<file path="config.mk">
export PLATFORM = sky130hd
export DESIGN_NAME = multdiv_iter_flat
export DESIGN_NICKNAME = d
export VERILOG_FILES = /design/src/rtl/multdiv_iter_if.sv /design/src/rtl/multdiv_iter.sv /design/src/flat_wrapper.sv
export SDC_FILE = /design/constraint.sdc
export NUM_CORES = 1
export LEC_CHECK = 0
export CORE_MARGIN = 4
export CORE_UTILIZATION = 58
export DETAILED_ROUTE_END_ITERATION = 16
export PLACE_DENSITY = 0.82
export SYNTH_ARGS = -nofsm -noshare
export SYNTH_HDL_FRONTEND = slang
export SYNTH_SLANG_ARGS = --single-unit
</file>
<file path="constraint.sdc">
create_clock -name clock -period 4.4 [get_ports clock]
set_input_delay 0.88 -clock clock [delete_from_list [all_inputs] [get_ports clock]]
set_output_delay 0.88 -clock clock [all_outputs]
set_load 0.02 [all_outputs]
</file>
<file path="src/rtl/multdiv_iter_if.sv">
// Operand, control and result bus between the execute stage and the iterative multiply/divide unit.
// The pipeline side holds the master modport; the unit holds the slave modport.
interface multdiv_iter_if #(
    parameter int WIDTH = 32
);
    logic [WIDTH-1:0] data_operandA;
    logic [WIDTH-1:0] data_operandB;
    logic             ctrl_MULT;
    logic             ctrl_DIV;
    logic [WIDTH-1:0] data_result;
    logic             data_exception;
    logic             data_resultRDY;
    logic             busy;

    modport master (
        output data_operandA, data_operandB, ctrl_MULT, ctrl_DIV,
        input  data_result, data_exception, data_resultRDY, busy
    );

    modport slave (
        input  data_operandA, data_operandB, ctrl_MULT, ctrl_DIV,
        output data_result, data_exception, data_resultRDY, busy
    );
endinterface

</file>
<file path="src/rtl/multdiv_iter.sv">
// Iterative signed multiply (radix-2 shift-add) / divide (non-restoring) unit, one iteration per clock.
// Both operations run on operand magnitudes and apply the result sign in the final BUSY cycle.
module multdiv_iter #(
    parameter int WIDTH = 32
) (
    input  logic          clock,
    input  logic          reset,
    multdiv_iter_if.slave bus
);
    localparam int CW = $clog2(WIDTH) + 1;
    localparam logic [CW-1:0] LAST = CW'(WIDTH);

    typedef enum logic [1:0] {
        IDLE = 2'd0,
        BUSY = 2'd1,
        DONE = 2'd2
    } state_t;

    state_t state, state_next;

    logic [CW-1:0]      count;
    logic               is_div;
    logic               negate;
    logic               div_zero;
    logic               div_ovf;
    logic [WIDTH-1:0]   operand;    // multiplicand or divisor magnitude
    logic [2*WIDTH-1:0] prod;
    logic [WIDTH:0]     rem;
    logic [WIDTH-1:0]   quo;
    logic [WIDTH-1:0]   result_q;
    logic               exc_q;

    logic             start;
    logic             is_last;
    logic [WIDTH-1:0] mag_a;
    logic [WIDTH-1:0] mag_b;

    // Exactly one start strobe; both high together is treated as no request.
    assign start   = bus.ctrl_MULT ^ bus.ctrl_DIV;
    assign is_last = (count == LAST);

    // |-2^(WIDTH-1)| wraps to itself, which read as unsigned is the correct magnitude.
    assign mag_a = bus.data_operandA[WIDTH-1] ? -bus.data_operandA : bus.data_operandA;
    assign mag_b = bus.data_operandB[WIDTH-1] ? -bus.data_operandB : bus.data_operandB;

    // ---------------------------------------------------------------- iteration step
    logic [WIDTH:0]     mul_sum;
    logic [2*WIDTH-1:0] prod_step;
    logic [WIDTH:0]     rem_shift;
    logic [WIDTH:0]     rem_step;
    logic [WIDTH-1:0]   quo_step;

    assign mul_sum   = {1'b0, prod[2*WIDTH-1:WIDTH]} + (prod[0] ? {1'b0, operand} : '0);
    assign prod_step = {mul_sum, prod[WIDTH-1:1]};

    // The partial remainder stays within [-2d, 2d), so dropping its top bit on the shift is safe.
    assign rem_shift = {rem[WIDTH-1:0], quo[WIDTH-1]};
    assign rem_step  = rem[WIDTH] ? rem_shift + {1'b0, operand}
                                  : rem_shift - {1'b0, operand};
    assign quo_step  = {quo[WIDTH-2:0], ~rem_step[WIDTH]};

    // ---------------------------------------------------------------- result formation
    logic [2*WIDTH-1:0] prod_signed;
    logic [WIDTH-1:0]   quo_signed;
    logic               mul_exc;
    logic [WIDTH-1:0]   final_result;
    logic               final_exc;

    assign prod_signed = negate ? -prod : prod;
    assign quo_signed  = negate ? -quo : quo;
    assign mul_exc     = !((&prod_signed[2*WIDTH-1:WIDTH-1]) || !(|prod_signed[2*WIDTH-1:WIDTH-1]));

    always_comb begin
        // NOTE: every output of a combinational block gets a default first so no latch is inferred.
        final_result = prod_signed[WIDTH-1:0];
        final_exc    = mul_exc;
        if (is_div) begin
            final_result = div_zero ? '0 : quo_signed;
            final_exc    = div_zero | div_ovf;
        end
    end

    // ---------------------------------------------------------------- control FSM
    always_ff @(posedge clock or negedge reset) begin
        if (!reset) begin
            state <= IDLE;
        end else begin
            // NOTE: sequential state uses non-blocking assignment so every register samples pre-edge values.
            state <= state_next;
        end
    end

    always_comb begin
        state_next = state;
        case (state)
            IDLE:    if (start) state_next = BUSY;
            BUSY:    if (start) state_next = BUSY;
                     else if (is_last) state_next = DONE;
            DONE:    state_next = start ? BUSY : IDLE;
            default: state_next = IDLE;
        endcase
    end

    // ---------------------------------------------------------------- datapath
    // A start in any state reloads the operands, which is also how an in-flight operation is aborted.
    always_ff @(posedge clock or negedge reset) begin
        if (!reset) begin
            // NOTE: the datapath is reset too, so an aborted operation leaves nothing observable behind.
            count    <= '0;
            is_div   <= 1'b0;
            negate   <= 1'b0;
            div_zero <= 1'b0;
            div_ovf  <= 1'b0;
            operand  <= '0;
            prod     <= '0;
            rem      <= '0;
            quo      <= '0;
            result_q <= '0;
            exc_q    <= 1'b0;
        end else if (start) begin
            count    <= '0;
            is_div   <= bus.ctrl_DIV;
            negate   <= bus.data_operandA[WIDTH-1] ^ bus.data_operandB[WIDTH-1];
            div_zero <= ~|bus.data_operandB;
            div_ovf  <= (bus.data_operandA == {1'b1, {(WIDTH-1){1'b0}}}) && (&bus.data_operandB);
            operand  <= bus.ctrl_DIV ? mag_b : mag_a;
            prod     <= {{WIDTH{1'b0}}, mag_b};
            rem      <= '0;
            quo      <= mag_a;
        end else if (state == BUSY) begin
            if (!is_last) begin
                count <= count + 1'b1;
                if (is_div) begin
                    rem <= rem_step;
                    quo <= quo_step;
                end else begin
                    prod <= prod_step;
                end
            end else begin
                result_q <= final_result;
                exc_q    <= final_exc;
            end
        end
    end

    assign bus.data_result    = result_q;
    assign bus.data_exception = exc_q;
    assign bus.data_resultRDY = (state == DONE);
    assign bus.busy           = (state == BUSY);

endmodule

</file>
<file path="src/flat_wrapper.sv">
// flat-port wrapper written by rule: the top's interface ports become plain ports
module multdiv_iter_flat 
#(
    parameter int WIDTH = 32
)
  (clock, reset, bus_data_operandA, bus_data_operandB, bus_ctrl_MULT, bus_ctrl_DIV, bus_data_result, bus_data_exception, bus_data_resultRDY, bus_busy);
  multdiv_iter_if #(.WIDTH(WIDTH)) bus_i ();
  input  logic clock;
  input  logic reset;
  input wire logic [$bits(bus_i.data_operandA)-1:0] bus_data_operandA;
  input wire logic [$bits(bus_i.data_operandB)-1:0] bus_data_operandB;
  input wire logic [$bits(bus_i.ctrl_MULT)-1:0] bus_ctrl_MULT;
  input wire logic [$bits(bus_i.ctrl_DIV)-1:0] bus_ctrl_DIV;
  output wire logic [$bits(bus_i.data_result)-1:0] bus_data_result;
  output wire logic [$bits(bus_i.data_exception)-1:0] bus_data_exception;
  output wire logic [$bits(bus_i.data_resultRDY)-1:0] bus_data_resultRDY;
  output wire logic [$bits(bus_i.busy)-1:0] bus_busy;
  assign bus_i.data_operandA = bus_data_operandA;
  assign bus_i.data_operandB = bus_data_operandB;
  assign bus_i.ctrl_MULT = bus_ctrl_MULT;
  assign bus_i.ctrl_DIV = bus_ctrl_DIV;
  assign bus_data_result = bus_i.data_result;
  assign bus_data_exception = bus_i.data_exception;
  assign bus_data_resultRDY = bus_i.data_resultRDY;
  assign bus_busy = bus_i.busy;
  multdiv_iter #(.WIDTH(WIDTH)) u_core (.clock(clock), .reset(reset), .bus(bus_i));
endmodule
</file>
==> out/qor.yml <==
cap_violations: 0
critPathKind: "register to register"
syn-num-nets: 2334
avgSynthCellArea_um2: 7.756
syn-instance-count: 2191
reg2reg_from: "u_core.prod[0]"
globalRouteOverflowTotal: 0
mostFrequentLayoutCell: "nand2_1"
yosysTopAreaCellShare_pct: 30.34
viasPerCell: 6.577
fin_crit_sh_pct: 94.32
antenna_found_initial: 0
synth_area_leader_cell: "dfrtp_1"
ant_nets: 0
ys_warn_count: 0
layout_common_cells: "nand2_1, dfrtp_1, a21oi_1"
first_global_vias: 15930
grt_max_degree: 127
ys_types: 79
min_path_type: "register to register"
clockRootBuffer: "clkbuf_16"
cpPeakStageDelay_ns: 0.46
netlist_area_mm2: 0.01699
setup_viol: 0
cp.arrival_ns: 4.56
ios: 103
initial_core_util_pct: 59.04
grtUsageTotal_pct: 35.12
tns_ns: 0
drt-initial-drc-count: 2333
placed_area_mm2: 0.01839
dr.pass1.iters: 6
worstHoldPathCells: 1
startpoint: "u_core.prod[0]"
yosysSeqAreaShare_pct: 30.34
cts_buffers: 25
clockBufferDepth: 3
cp_cell_sequence: "inv_1, buf_4, nor2_1, fa_1, a21o_1, a21oi_1, o21ai_1, a2111oi_1, buf_4, o31ai_1, a211oi_1, o21ai_1, a211oi_1, nor3_1, nand3b_1"
wire_per_inst_um: 22.03
slowest_stage: "fa_1"
core_area_mm2: 0.02878
area.growth.synth_to_final_pct: 13.92
hold_violations: 0
fp.dieH_um: 179.2
power_leakage_nw: 8.551
clk_pin_slew_worst_paths_ns: 0.07
fmax_mhz: 241.0
finalWirelength_mm: 58.04
hold-worst-slack_ns: 0.4590
critPathLaunchType: "register"
r2r_slack_ns: 0.25
gp_routability_congestion: 1.038
drive_gt1_share_pct: 6.175
rsz0062_at_grt: "no"
die_x_um: 179.2
drc: 0
final_cells: 2635
diodes: 0
status: "finished, final reports clean"
worstRegToRegCells: 15
ys_ff_latch: 206
synthArstFlopShare_pct: 100.0
min-delay-start: "u_core.state[1]"
worst_pin_slew_ns: 1.282
end_kind: "register"
nNetsFinal: 2376
cts_tree: "done"
port_buffers: 102
relSlewSlack_pct: 14.53
finalPower_w: 0.01010
synth_edf_count: 0
crit_end: "u_core.prod[55]"
fp-row-count: 62
route.vias.total: 17330
finalCriticalPeriod_ns: 4.150
clk_latency_ns: 0.53
dieArea_mm2: 0.03210
dpl.hpwl_mm: 42.52
final_area_mm2: 0.01936
clock_sinks: 206
grt_first_pass_wirelength_mm: 89.04
ys.flop_type: "dfrtp_1"
cellPowerDensity_mw_per_mm2: 521.8
critPathMaxFanout: 12
r2r_end: "u_core.prod[55]"
peakVddDrop_mv: 0.4514
dp_cells: 2590
synth_area_leaders: "dfrtp_1, nand2_1, xor2_1, a21oi_1, ha_1"
htreeDepth: 1
cp_data_required_time_ns: 4.81
drv_slew: 0
finClkSkew_ns: 0.01415
-- final cells by class --
| cell class | count | area (um2) |
|---|---|---|
| Clock buffer | 30 | 674.4 |
| Multi-Input combinational cell | 1801 | 11220 |
| Sequential cell | 206 | 5156 |
| Inverter | 47 | 176.4 |
| Fill cell | 2364 | 9423 |
| Tap cell | 384 | 480.5 |
| Timing Repair Buffer | 152 | 1418 |
| Clock inverter | 15 | 236.5 |
-- metal layers --
metal / global-route usage (%) / vias up / share of wire (%)
met5: 0 / - / 0
met4: 15.20 / 0 / 5.3
met3: 6.369 / 179 / 10
met2: 54.19 / 988 / 44
met1: 48.49 / 8243 / 40
li1: - / 7920 / -
-- kinds of logic after synthesis --
| family | share of synthesized area [%] |
|---|---|
| xor gates and xnor gates | 11.49 |
| adders and majority gates | 5.670 |
| muxes | 0.5522 |
| DFF | 30.34 |
| and+or+nand+nor | 24.66 |
| AOI/OAI and AO/OA | 23.08 |
| buffers and inverters | 4.212 |
-- registers in the layout, indices dropped and copies added, names as in the netlist --
register,count
u_core.div_ovf,1
u_core.prod,64
u_core.rem,33
u_core.div_zero,1
u_core.state,2
u_core.quo,32
u_core.negate,1
u_core.operand,32
u_core.count,6
u_core.bus.data_exception,1
u_core.is_div,1
u_core.bus.data_result,32
-- worst min-delay path by stage --
| stage | to | slack, ns |
|---|---|---|
| 6_report | u_core.state[0] | 0.46 |
| 3_3_place_gp | u_core.state[0] | 0.45 |
| 3_5_place_dp | u_core.state[0] | 0.46 |
| 5_1_grt | u_core.state[0] | 0.48 |
| 2_1_floorplan | u_core.state[0] | 0.44 |
| 4_1_cts | u_core.state[0] | 0.46 |
-- timing repair --
item	CTS	global route
hold buffers	0	0
cloned	0	0
setup endpoints to repair	2	11
resized for setup	2	11
setup buffers	0	0
-- report_power, final --
group | internal [W] | switching [W]
Clock | 0.00144 | 0.000883
Combinational | 0.00203 | 0.00292
Sequential | 0.00228 | 0.000544
Total | 0.00575 | 0.00435
-- synth_stat cells, types with 36 or more instances --
library cell / count
nand3_1: 45
a21o_1: 40
xor2_1: 161
inv_1: 46
o21ai_0: 145
a21oi_1: 195
dfrtp_1: 206
xnor2_1: 62
o31ai_1: 45
nor2_1: 110
and3_1: 62
ha_1: 73
nor3_1: 39
nand2_1: 392
o21ai_1: 36
clkbuf_1: 105
-- per-stage QoR --
step,setup WS [ns],utilization (%)
floorplan,0.4400,-
global placement,0.1600,63.91
detailed placement,-0.1241,63.91
CTS,0.05791,67.09
global route,0.04460,67.26
finish,0.2499,67.26
-- worst max-delay path: cells and delay by family, from the launching register on --
kind / cells / cell delay, ns
simple gates: 3 / 0.43
buf+inv: 3 / 0.50
compound gates: 8 / 2.25
fa+ha+maj: 1 / 0.46
flops: 1 / 0.38
No activity file was read; power rests on OpenSTA's default activity.
